**config.mk**
```make
export PLATFORM = sky130hd
export DESIGN_NAME = data_mem_responder
export DESIGN_NICKNAME = d
export VERILOG_FILES = /design/src/rtl/data_mem_responder.sv
export SDC_FILE = /design/constraint.sdc
export NUM_CORES = 2
export LEC_CHECK = 0
export BUFFER_PORTS_ARGS = -buffer_cell sky130_fd_sc_hd__buf_4
export CAP_MARGIN = 10
export CORE_AREA = 2 2 387 389
export CTS_BUF_LIST = sky130_fd_sc_hd__clkbuf_4
export DETAILED_ROUTE_END_ITERATION = 7
export DIE_AREA = 0 0 389 391
export PLACE_DENSITY = 0.75
export SLEW_MARGIN = 20
export SYNTH_ARGS = -nofsm -noshare
export SYNTH_HDL_FRONTEND = slang
export SYNTH_SLANG_ARGS = --single-unit
```
**constraint.sdc**
```tcl
create_clock -name Clock -period 6.6 [get_ports Clock]
set_input_delay 1.98 -clock Clock [delete_from_list [all_inputs] [get_ports Clock]]
set_output_delay 1.98 -clock Clock [all_outputs]
set_load 0.02 [all_outputs]
```
**src/rtl/data_mem_responder.sv**
```systemverilog
// Handshaked data-memory responder.
// Captures a word load/store request and waits a fixed number of cycles.
// It then accesses an internal word RAM and pulses ready for one cycle.
// Misaligned requests skip the RAM access and complete with err set.
module data_mem_responder #(
    parameter int unsigned AW_WORDS    = 6,
    parameter int unsigned WAIT_CYCLES = 2
) (
    input  logic        Clock,
    input  logic        Reset,
    input  logic        req,
    input  logic        write,
    input  logic [31:0] addr,
    input  logic [31:0] datain,
    output logic [31:0] dataout,
    output logic        ready,
    output logic        err,
    output logic        busy
);

    localparam int unsigned Depth = 1 << AW_WORDS;
    localparam int unsigned AddrKeep = AW_WORDS + 2;
    localparam logic [3:0] WaitInit = 4'(WAIT_CYCLES);

    typedef enum logic [1:0] {
        StIdle = 2'd0,
        StWait = 2'd1,
        StResp = 2'd2
    } state_e;

    state_e                state_q, state_d;
    logic [3:0]            count_q, count_d;
    logic                  write_q, write_d;
    logic [AddrKeep-1:0]   addr_q, addr_d;
    logic [31:0]           datain_q, datain_d;
    logic [31:0]           dataout_q, dataout_d;
    logic                  ready_q, ready_d;
    logic                  err_q, err_d;
    logic                  busy_q;

    logic [31:0]           mem [Depth];
    logic [AW_WORDS-1:0]   idx;
    logic                  aligned;
    logic                  mem_we;
    logic [31:0]           mem_rdata;

    // Upper address bits only select aliases of the same word, so they are dropped.
    logic unused_addr_hi;
    assign unused_addr_hi = ^addr[31:AddrKeep];

    assign idx       = addr_q[AddrKeep-1:2];
    assign aligned   = (addr_q[1:0] == 2'b00);
    assign mem_rdata = mem[idx];

    // Next-state, capture and completion logic.
    always_comb begin
        state_d   = state_q;
        count_d   = count_q;
        write_d   = write_q;
        addr_d    = addr_q;
        datain_d  = datain_q;
        dataout_d = dataout_q;
        ready_d   = 1'b0;
        err_d     = 1'b0;
        mem_we    = 1'b0;
        unique case (state_q)
            StIdle: begin
                if (req) begin
                    state_d  = StWait;
                    count_d  = WaitInit;
                    write_d  = write;
                    addr_d   = addr[AddrKeep-1:0];
                    datain_d = datain;
                end
            end
            StWait: begin
                if (count_q != 4'd0) begin
                    count_d = count_q - 4'd1;
                end else begin
                    state_d = StResp;
                    ready_d = 1'b1;
                    if (aligned) begin
                        if (write_q) begin
                            mem_we = 1'b1;
                        end else begin
                            dataout_d = mem_rdata;
                        end
                    end else begin
                        err_d = 1'b1;
                    end
                end
            end
            StResp: begin
                // ready/err fall back to their defaults here; req is not sampled.
                state_d = StIdle;
            end
            default: begin
                state_d = StIdle;
            end
        endcase
    end

    // State and output registers; reset discards any captured request.
    always_ff @(posedge Clock or negedge Reset) begin
        if (!Reset) begin
            state_q   <= StIdle;
            count_q   <= 4'd0;
            write_q   <= 1'b0;
            addr_q    <= '0;
            datain_q  <= 32'd0;
            dataout_q <= 32'd0;
            ready_q   <= 1'b0;
            err_q     <= 1'b0;
            busy_q    <= 1'b0;
        end else begin
            state_q   <= state_d;
            count_q   <= count_d;
            write_q   <= write_d;
            addr_q    <= addr_d;
            datain_q  <= datain_d;
            dataout_q <= dataout_d;
            ready_q   <= ready_d;
            err_q     <= err_d;
            busy_q    <= (state_d != StIdle);
        end
    end

    // Word RAM write port; contents survive reset, and reset forces IDLE so no write is pending.
    always_ff @(posedge Clock) begin
        if (mem_we) begin
            mem[idx] <= datain_q;
        end
    end

    assign dataout = dataout_q;
    assign ready   = ready_q;
    assign err     = err_q;
    assign busy    = busy_q;

endmodule
```
# == After elaboration in Yosys (flattened, before gate mapping) ==
# Memory sizes are Yosys's and may differ from the RTL's. A register that Yosys moved wholly into a read port is not among the register bits.
# Cells that the tools add are included.
# classes
n_mux,17
n_eq_ne,3
bitwise,2
add_sub_neg,1
n_reduce_logical,9
# op_table
operator,count
1-bit two-way mux,11
4-bit two-way mux,2
4-bit one-hot mux with 2 select lines,1
2-bit logical NOT,2
2-bit two-way mux,2
2-bit != test (second input constant),2
2-bit one-hot mux with 2 select lines,1
4-bit AND reduction,1
2-bit nonzero test,2
4-bit nonzero test,1
4-bit by 1-bit subtractor with 4-bit output (second input constant),1
3-bit AND reduction,1
2-bit by 1-bit == test with 1-bit output (second input constant),1
1-bit inverter,2
2-bit AND reduction,1
1-bit logical NOT,1
# word_totals
memories,1
regBits,50
out_inout_bits,35
input_bits,68
word_cells,41
mem_bits_rw,2048
# memory_table
name,depth,word_bits,read_ports,rd_ports_with_merged_regs,wr,line,text
mem,64,32,1,1,1,41,logic [31:0] mem [Depth];

# == Longest topological paths before layout ==
# logic_depth
ltp_word,6
mapped_depth,12
ltp_nobuf,8

# == Worst setup path after synthesis ==
# Ideal clock, no wire load.
# synth_path
path_type,flip-flop to flip-flop
startpoint,register count_q[0]
endpoint,memory mem[10][0] (enable)
synth_period_minus_slack_ps,3600
setup_ps,421
t_arrival_ps,3179
setup_slack_ps,3000
path_stages_with_launch,9
n_path_buf,1
t_required_ps,6179
path_cell_list,dfrtp_1 inv_1 ha_1 or3b_1 nor2_1 and3_1 clkbuf_1 nand3_1 nor2_1
# synth_between
elab_chain_len,5
# synth_lines
item,line,text
from (decl),32,"logic [3:0] count_q, count_d;"
from (signal assigned),117,count_q <= count_d;
4-bit nonzero test,77,if (count_q != 4'd0) begin
1-bit two-way mux,77,
1-bit two-way mux,66,unique case (state_q)
1-bit two-way mux,130,if (mem_we) begin
1-bit two-way mux (not written as such),131,mem[idx] <= datain_q;
to (decl),41,
# Every way passes these cells.

# == Worst setup path after layout ==
# layout_path
startpoint,register count_q[0]
endpoint,memory mem[26][5] (enable)
# The elaborated chain is that of the path after synthesis.

==> results_dict.tcl <==
set metrics [dict create \
    status "complete, no violations" \
    cts_tree "yes" \
    final_cell_mix "2048 x edfxtp_1, 789 x clkbuf_4, 310 x a221oi_1" \
    min_period_over_period_pct 74.6 \
    p_clk_share_pct 27.3 \
    place_ws_ns 1.90 \
    cp.arrival_ns 5.90 \
    clk-insertion-delay-late_ns 1.42 \
    power_frac_seq_pct 46.4 \
    worst_pin_slew_ns 1.24 \
    setup_ws_ns 1.67 \
    dieArea_mm2 0.152 \
    vias_per_cell 6.72 \
    cp_top_family "simple AND/OR/NAND/NOR gates" \
    peakVddDrop_v 0.000643 \
    crit_fanout 20 \
    numCtsBuffers 541 \
    die_h_um 391 \
    cp_cell_sequence "inv_1 > ha_1 > or3b_1 > nor2_1 > and3_1 > nand3_1 > nor2_4 > buf_4" \
    cts_hold_buf 0 \
    antenna_found_initial 8 \
    synth_cells 4199 \
    p_int_mw 26.7 \
    cts_max_path_buffers 4 \
    reg2regPathDepth 8 \
    finalHoldViolations 0 \
    cts.repair.resized 0 \
    wl_per_cell_um 32.3 \
    p_per_area_mw_per_mm2 448 \
    yosysUniqueCellTypes 63 \
    drt_iter0_markers 7509 \
    clock_sinks 2130 \
    gp_congestion 0.837 \
    grt_pass1_vias 46900 \
    slowest_stage "nor2_4" \
    synth-edff-count 2048 \
    grt-ovfl-total 0 \
    cp.depth 8 \
    r2r-start "count_q[0]$_DFFE_PN0P_" \
    min_period_ns 4.93 \
    cts_max_level 6 \
    p_switching_mw 14.2 \
    crit_path_end_kind "register" \
    syn_nets 4269 \
    swShare_pct 34.8 \
    crit_buf_inv 2 \
    setup_tns_ns 0 \
    post_cts_buffers 0 \
    grt_pass1_wl_um 322000 \
    rows 142 \
    area_growth_pct 12.8 \
    avgSynthCellArea_um2 19.3 \
    clkSlewWorstSetupHoldPaths_ns 0.07 \
    ys_seq_area_share_pct 78.4 \
    wl_met1_um 79600 \
    drt_wl_total_um 227000 \
    maxSlewHeadroom_pct 17.2 \
    skew_ns 0.119 \
    ys_ff_latch 2130 \
    dr.pass1.iters 7 \
    max_stage_delay_ns 1.12 \
    rsz0062_at_grt "false" \
    final_nets 4764 \
    layout_commonest_cell "edfxtp_1" \
    drcViolationCount 0 \
    initial_core_util_pct 54.6 \
    ff2ff_setup_slack_ns 1.67 \
    endpoint "mem[26][5]$_DFFE_PP_" \
    p_leak_nw 29.6 \
    critPathLaunch "count_q[0]$_DFFE_PN0P_" \
    io_buffers 78 \
    die_width_um 389 \
    fmax_mhz 203 \
    grt_max_degree 109 \
    ant_nets 0 \
    highest_layer "met5" \
    start_kind "register" \
    path_class "reg -> reg" \
    setup_viol 0 \
    core_area_mm2 0.149 \
    synth-async-reset-ratio_pct 3.85 \
    wl_met3_um 36800 \
    vias 47200 \
    cts_root_buffer "clkbuf_4" \
    wl_met2_um 102000 \
    worst_ep_required_time_ns 7.58 \
    r2r-end "mem[26][5]$_DFFE_PP_" \
    hpwl_um 126000 \
    io_pins 103 \
    synth-main-ff-cell "edfxtp_1" \
    grt_use_total_pct 29.8 \
    slew_viol_final 0 \
    drv_cap 0 \
    p_comb_share_pct 26.4 \
    synth_area_mm2 0.0810 \
    yosysWarnings 0 \
    min_path_type "reg -> reg" \
    drive_gt1_share_pct 29.4 \
]
metrics by stage:
stage | area (um2) | power (mW) | cells | util [%] | hold slack, ns
3_3_place_gp | 84400 | 29.3 | 6091 | 56.8 | 0.488
2_1_floorplan | 81000 | 24.9 | 4199 | - | 0.438
5_1_grt | 91400 | 42.2 | 7017 | 61.5 | 0.532
4_1_cts | 91300 | 40.6 | 7009 | 61.5 | 0.511
3_5_place_dp | 84500 | 29.6 | 6093 | 56.9 | 0.478
6_report | 91400 | 40.9 | 7024 | 61.5 | 0.504
sequential cells by signal (all words and copies together), names as in the netlist:
register / flops
mem: 2048
datain_q: 32
count_q: 4
busy: 1
state_q: 2
err: 1
write_q: 1
dataout: 32
ready: 1
addr_q: 8
synthesized netlist by cell type (8+ instances only):
cell | instances | area share, %
a211oi_1 | 8 | 0.074
a21oi_1 | 58 | 0.36
a221o_1 | 25 | 0.31
a221oi_1 | 310 | 3.4
a222oi_1 | 13 | 0.16
a22o_1 | 28 | 0.30
a22oi_1 | 116 | 1.1
a31oi_1 | 18 | 0.14
buf_1 | 19 | 0.088
buf_2 | 109 | 0.67
buf_4 | 33 | 0.31
buf_6 | 23 | 0.32
clkbuf_1 | 100 | 0.46
dfrtp_1 | 82 | 2.5
edfxtp_1 | 2048 | 76
mux2_2 | 117 | 1.6
mux2i_1 | 240 | 3.0
mux4_2 | 181 | 5.0
nand2_1 | 85 | 0.39
nand3_1 | 35 | 0.22
nand4_1 | 15 | 0.12
nor2_1 | 217 | 1.0
o2111ai_1 | 8 | 0.086
o211ai_1 | 11 | 0.10
o21ai_0 | 100 | 0.62
o22a_1 | 14 | 0.15
o22ai_1 | 75 | 0.58
o32a_1 | 17 | 0.21
power by group through the flow:
stage / registers (mW) / clock network (mW) / logic, mW
finish: 19.0 / 11.2 / 10.8
global route: 19.1 / 11.9 / 11.1
CTS: 19.0 / 11.2 / 10.3
detailed placement: 19.3 / 0 / 10.3
global placement: 19.2 / 0 / 10.1
floorplan: 18.5 / 0 / 6.41
cell families (layout without fill, tap and decap cells):
| family | count (synthesis) | after routing | synth area share [%] |
|---|---|---|---|
| compound gates | 828 | 828 | 7.81 |
| xor+xnor | 2 | 2 | 0.0216 |
| fa+ha+maj | 2 | 2 | 0.0309 |
| buf+inv | 289 | 1157 | 1.87 |
| flops | 2130 | 2130 | 78.4 |
| mux | 538 | 538 | 9.62 |
| other cells | 0 | 13 | 0 |
| simple gates | 410 | 410 | 2.21 |
metal layers:
metal  track usage [%]  vias to the layer above
met2              44.1                     4017
met3              10.8                      610
li1                  -                    18900
met1              40.5                    23700
met4              11.8                        2
met5                 0                        -
cell type report:
cell class / count / area (um2)
repair buffers: 236 / 1920
fillers: 10200 / 57100
flip-flops and latches: 2130 / 63600
inverters: 5 / 25.0
clock inverters: 127 / 876
diodes: 13 / 32.5
multi-input cells: 1780 / 16500
clock buffers: 789 / 5920
well taps: 1944 / 2430
worst min-delay path by stage:
stage / cells past startpoint / to / from / slack [ns]
after floorplan: 1 / busy$_DFF_PN0_ / state_q[1]$_DFF_PN0_ / 0.44
after CTS: 1 / dataout[12]$_DFFE_PN0P_ / dataout[12]$_DFFE_PN0P_ / 0.51
after global routing: 1 / datain_q[28]$_DFFE_PN0P_ / datain_q[28]$_DFFE_PN0P_ / 0.53
final: 1 / dataout[29]$_DFFE_PN0P_ / dataout[29]$_DFFE_PN0P_ / 0.50
after detailed placement: 1 / busy$_DFF_PN0_ / state_q[1]$_DFF_PN0_ / 0.48
after global placement: 1 / dataout[12]$_DFFE_PN0P_ / dataout[12]$_DFFE_PN0P_ / 0.49
(Power assumes the default switching activity.)
